`src/rtl/mod47_stream_reducer.sv`:
```
// mod47_stream_reducer
//   Reduces an arbitrarily long binary operand, streamed as W-bit digits with the
//   most-significant digit first, to its residue mod MODULUS. It also reports the
//   digit count, which saturates at 255.
//
// Ports
//   clk          rising-edge clock
//   rst          asynchronous active-high reset
//   in_valid     digit present on in_digit
//   in_ready     block can accept a digit (depends only on state)
//   in_digit     operand digit, any value 0..2^W-1
//   in_last      marks the least-significant (final) digit of the operand
//   out_valid    result present
//   out_ready    sink accepts the result
//   out_residue  operand mod MODULUS
//   out_len      number of digits in the operand, saturating at 255
module mod47_stream_reducer #(
    parameter int unsigned MODULUS = 47,
    parameter int unsigned W       = 6
) (
    input  logic         clk,
    input  logic         rst,
    input  logic         in_valid,
    output logic         in_ready,
    input  logic [W-1:0] in_digit,
    input  logic         in_last,
    output logic         out_valid,
    input  logic         out_ready,
    output logic [W-1:0] out_residue,
    output logic [7:0]   out_len
);

    // Radix constant: 2^W folded into the residue domain.
    localparam int unsigned K  = (1 << W) % MODULUS;
    // K*r + d < (MODULUS-1)*K + 2^W < 2^(2W), so 2W bits always hold the sum.
    localparam int unsigned AW = 2 * W;

    localparam logic StAccum = 1'b0;
    localparam logic StDone  = 1'b1;

    logic         state_q, state_d;
    logic [W-1:0] r_q, r_d;
    logic [7:0]   len_q, len_d;
    logic [W-1:0] res_q, res_d;
    logic [7:0]   olen_q, olen_d;

    logic [AW-1:0] k_ext;
    logic [AW-1:0] acc;
    logic [AW-1:0] acc_mod;
    logic [W-1:0]  r_next;
    logic [7:0]    len_inc;
    logic          accept;
    logic          taken;

    assign k_ext   = AW'(K);
    assign acc     = k_ext * {{W{1'b0}}, r_q} + {{W{1'b0}}, in_digit};
    assign acc_mod = acc % AW'(MODULUS);
    assign r_next  = acc_mod[W-1:0];
    assign len_inc = (len_q == 8'hFF) ? 8'hFF : len_q + 8'd1;

    assign in_ready    = (state_q == StAccum);
    assign out_valid   = (state_q == StDone);
    assign out_residue = res_q;
    assign out_len     = olen_q;

    assign accept = in_valid && in_ready;
    assign taken  = out_valid && out_ready;

    always_comb begin
        state_d = state_q;
        r_d     = r_q;
        len_d   = len_q;
        res_d   = res_q;
        olen_d  = olen_q;
        case (state_q)
            StAccum: begin
                if (accept) begin
                    if (in_last) begin
                        res_d   = r_next;
                        olen_d  = len_inc;
                        r_d     = '0;
                        len_d   = '0;
                        state_d = StDone;
                    end else begin
                        r_d   = r_next;
                        len_d = len_inc;
                    end
                end
            end
            StDone: begin
                if (taken) begin
                    state_d = StAccum;
                end
            end
            default: state_d = StAccum;
        endcase
    end

    always_ff @(posedge clk or posedge rst) begin
        if (rst) begin
            state_q <= StAccum;
            r_q     <= '0;
            len_q   <= '0;
            res_q   <= '0;
            olen_q  <= '0;
        end else begin
            state_q <= state_d;
            r_q     <= r_d;
            len_q   <= len_d;
            res_q   <= res_d;
            olen_q  <= olen_d;
        end
    end

endmodule

```
`config.mk`:
```
export PLATFORM = sky130hd
export DESIGN_NAME = mod47_stream_reducer
export DESIGN_NICKNAME = d
export VERILOG_FILES = /design/src/rtl/mod47_stream_reducer.sv
export SDC_FILE = /design/constraint.sdc
export NUM_CORES = 1
export LEC_CHECK = 0
export ABC_AREA = 1
export CAP_MARGIN = 10
export CORE_AREA = 2 2 124 102
export CTS_BUF_LIST = sky130_fd_sc_hd__clkbuf_2
export CTS_CLUSTER_DIAMETER = 150
export CTS_CLUSTER_SIZE = 14
export DETAILED_ROUTE_END_ITERATION = 7
export DIE_AREA = 0 0 126 104
export PLACE_DENSITY = 0.44
export SKIP_CTS_REPAIR_TIMING = 1
export SYNTH_ARGS = -nofsm -noshare
export SYNTH_HDL_FRONTEND = slang
export SYNTH_SLANG_ARGS = --single-unit
```
`constraint.sdc`:
```
create_clock -name clk -period 9.8 [get_ports clk]
set_clock_uncertainty 0.05 [all_clocks]
set_input_delay 2.94 -clock clk [delete_from_list [all_inputs] [get_ports clk]]
set_output_delay 2.94 -clock clk [all_outputs]
set_load 0.01 [all_outputs]
```
Word level (Yosys, flattened, before mapping)
Cells that the tools add are included.
- output and inout bits: 16
- logic and storage cells: 22
- bits in latches: 0
- memories: 0
- bits in writable memories: 0
- input port bits: 11
- ROM bits: 0
- register bits: 29
- equality and inequality tests: 1
- add/subtract/negate cells: 2
- div/mod/pow operators: 1
- muxes and demuxes: 7
- bitwise logic cells: 1
- multipliers: 1
- magnitude comparators: 0
- shift-type cells: 0
- reductions and logical operators: 4
- operator list (operator ; count):
    $mux W8 ; 2
    $add A11 B6 Y12 ; 1
    $mod A12 B6 Y12 const B ; 1
    $mul A5 B6 Y11 const A ; 1
    $add A8 B1 Y8 const B ; 1
    $eq A8 B8 Y1 const B ; 1
    $mux W6 ; 1
    $mux W1 ; 3
    $reduce_and A3 Y1 ; 1
    $logic_and A1 B1 Y1 ; 2
    $pmux W1 S2 ; 1
    $reduce_and A2 Y1 ; 1
    $not A1 Y1 ; 1

Logic depth before layout (Yosys ltp)
- depth after elaboration: 4
- gate-level depth with buffers: 45
- depth with buffers taken out: 45

Worst setup path after synthesis
OpenSTA, ideal clock, no wires.
- kind: input -> register
- start: input port in_digit[5]
- end: register r_q[5]
- setup time: 0.117 ns
- path buffers: 0
- data required time: 9.633 ns
- arrival time: 7.852 ns
- slack: 1.781 ns
- cell stages on the path: 42
- cell sequence: ha_1 > ha_1 > fa_1 > ha_1 > nand2_1 > nand2_1 > nand2_1 > nand3_1 > nand3_1 > inv_2 > nor2_4 > nand2_1 > nand2_1 > nand2_1 > nand2_1 > nand2_2 > a21oi_4 > nand2_4 > [6 not listed] > nand2_1 > inv_1 > ha_1 > nand4_1 > nor2_1 > nor2_4 > nand2_4 > xor2_2 > ha_1 > nand3_1 > nor2_1 > nand3_1 > nand2_4 > nand2_1 > nand2_1 > nand2_1 > nand2_1 > nand2_1
- word-level cells in the longest chain between the ends: 3
- RTL lines (item ; line ; source):
    from (decl) ; 25 ; input logic [W-1:0] in_digit,
    $add A11 B6 Y12 ; 56 ; assign acc = k_ext * {{W{1'b0}}, r_q} + {{W{1'b0}}, in_digit};
    $mod A12 B6 Y12 ; 57 ; assign acc_mod = acc % AW'(MODULUS);
    $mux W6 ; 78 ; if (in_last) begin
    to (signal assigned) ; 108 ; r_q <= r_d;
    to (decl) ; 42 ; logic [W-1:0] r_q, r_d;
No other way between the ends.
A chain may end at the register's enable or synchronous reset.

Worst setup path in the final report
Same ends and word-level chain as after synthesis.

==> results.ini <==
[worst_setup_path]
worstPathRequired_ns = 10.01
critPathKind = in2reg
path_common_cell = nand2_1
slowest_stage = fa_1
worstPathArrival_ns = 8.96
worstPathMaxFanout = 10
cp-start-kind = input port
crit_family = simple AND/OR/NAND/NOR gates
r2r_slack_ns = 3.59
path_buf_inv = 3
cp-end-kind = flop
slowest_delay_ns = 0.48

[route]
dr.first_iter.drc_count = 189
antenna_left = 0
drt-total-wl_mm = 6.91
num_vias = 2697
dr.pass1.iters = 4
wl_per_cell_um = 11.2
avgViaCountPerCell = 4.39
drc = 0

[grt]
gr-total-overflow = 0
grt_max_degree = 30
grt_pass1_wl_mm = 12.0
grt_pass1_vias = 2480
track_usage = 0.109
antenna_found_initial = 0

[clock_network]
h-tree-depth = 2
clk_pin_slew_ns = 0.16
root_buffer = clkbuf_2
clockBufferDepth = 2
cts_tree = yes
cts_sinks = 29
worstSkewPairLatency_ns = 0.35
cts_inserted_buffers = 5

[sta]
rsz0062_at_grt = no
worst_pin_slew_ns = 0.634
finalHoldViolations = 0
max_freq_mhz = 114
setup_viol = 0
min_period_over_period = 0.893
timing.final.crit_period_ns = 8.75
tns_ns = 0
slew_headroom = 0.577
slew_violations = 0

[synth]
synth_flop_cell = dfrtp_1
synth-edff-count = 0
synth_most_common_cell = nand2_1
yosysWarnings = 0
synthesis.instances = 430
synth_top_area_cell = dfrtp_1
synth_common_cells = nand2_1, inv_1, nand3_1
synth_cell_types = 35
avgSynthCellArea_um2 = 6.73
syn_area_um2 = 2890
ys_ff_latch = 29
yosysSeqAreaShare = 0.251
synth.area.top_cells = dfrtp_1, nand2_1, ha_1, nand3_1, inv_1
synthArstFlopShare = 1.00
synth_top_area_share = 0.251
syn_nets = 465

[place]
gp_congestion = 0.773
port_buffers = 26
dpl.hpwl_mm = 5.60

[layout]
area_delta_synth_final_pct = 17.8
diodes = 0
nets = 497
layout-drive-gt1-share = 0.130

[status]
status = finished clean

[floorplan]
die-area_um2 = 13100
die_h_um = 104
ioPinCount = 27
rows = 36
core_region_area_um2 = 11900
die-width_um = 126
start_util = 0.243

[min_path]
hold_path_class = reg2reg

[flow_run]
max-cap-violations = 0

==> final cells by class <==
| type | instances | area (µm²) |
|---|---|---|
| tap | 152 | 190 |
| inverter | 66 | 248 |
| fill | 1323 | 8480 |
| clock buffer | 6 | 30.0 |
| timing repair buffer | 27 | 268 |
| clock inverter | 2 | 33.8 |
| sequential | 29 | 726 |
| multi-input combinational | 333 | 1910 |
==> worst min-delay path, delay by kind of cell (launching register included) <==
kind	cells	cell delay [ns]
DFF	1	0.37
and+or+nand+nor	2	0.10
==> metrics by stage <==
| stage | util | instance area (µm²) | setup WS [ns] | hold slack [ns] | cells |
|---|---|---|---|---|---|
| 2_1_floorplan | - | 2890 | 1.78 | 0.431 | 430 |
| 3_3_place_gp | 0.281 | 3340 | 0.773 | 0.418 | 607 |
| 3_5_place_dp | 0.281 | 3340 | 0.694 | 0.420 | 607 |
| 4_1_cts | 0.287 | 3410 | 1.10 | 0.453 | 615 |
| 5_1_grt | 0.287 | 3410 | 0.436 | 0.486 | 615 |
| 6_report | 0.287 | 3410 | 1.05 | 0.448 | 615 |
==> sequential cells by signal (all words and copies together) (netlist names) <==
signal	cells
out_len	8
out_residue	6
len_q	8
r_q	6
out_valid	1
==> layout by cell type (no fill, tap or decap), drive strengths merged, types with 3 or more instances in the layout <==
cell and instances:
nand3b 3, inv 65, clkbuf 6, clkdlybuf4s50 26, ha 21, fa 3, dfrtp 29, nand3 48
nand2 169, a21oi 6, o22ai 7, o21bai 3, nor3 3, nand4 6, xor2 7, o21ai 22
nor2 29
==> worst paths after layout <==
check | from | end | cells after the start
max | in_digit[5] | r_q[5]$_DFFE_PP0P_ | 42
min | out_residue[4]$_DFFE_PP0P_ | out_residue[4]$_DFFE_PP0P_ | 2
max reg2reg | r_q[5]$_DFFE_PP0P_ | r_q[5]$_DFFE_PP0P_ | 41
min reg2reg | out_residue[4]$_DFFE_PP0P_ | out_residue[4]$_DFFE_PP0P_ | 2
max in group asynchronous | rst | out_len[6]$_DFFE_PP0P_ | 3
min in group asynchronous | rst | len_q[5]$_DFFE_PP0P_ | 3
==> layer usage <==
metal,part of all wire,up-vias,GRT usage
li1,-,1441,-
met1,0.54,1220,0.166
met2,0.43,31,0.164
met3,0.028,5,0.0170
met4,0.0055,0,0.0165
met5,0,-,0
==> kinds of logic after synthesis <==
kind of cell / after synthesis / share of synthesized area
xor gates and xnor gates: 9 / 0.0298
DFF: 29 / 0.251
and+or+nand+nor: 259 / 0.431
AOI/OAI and AO/OA: 41 / 0.0882
adders and majority gates: 24 / 0.112
buffers and inverters: 68 / 0.0882
Power is left out: the tool's default activity adds up to more than one toggle a clock period on the data nets, which glitch-free logic cannot reach.
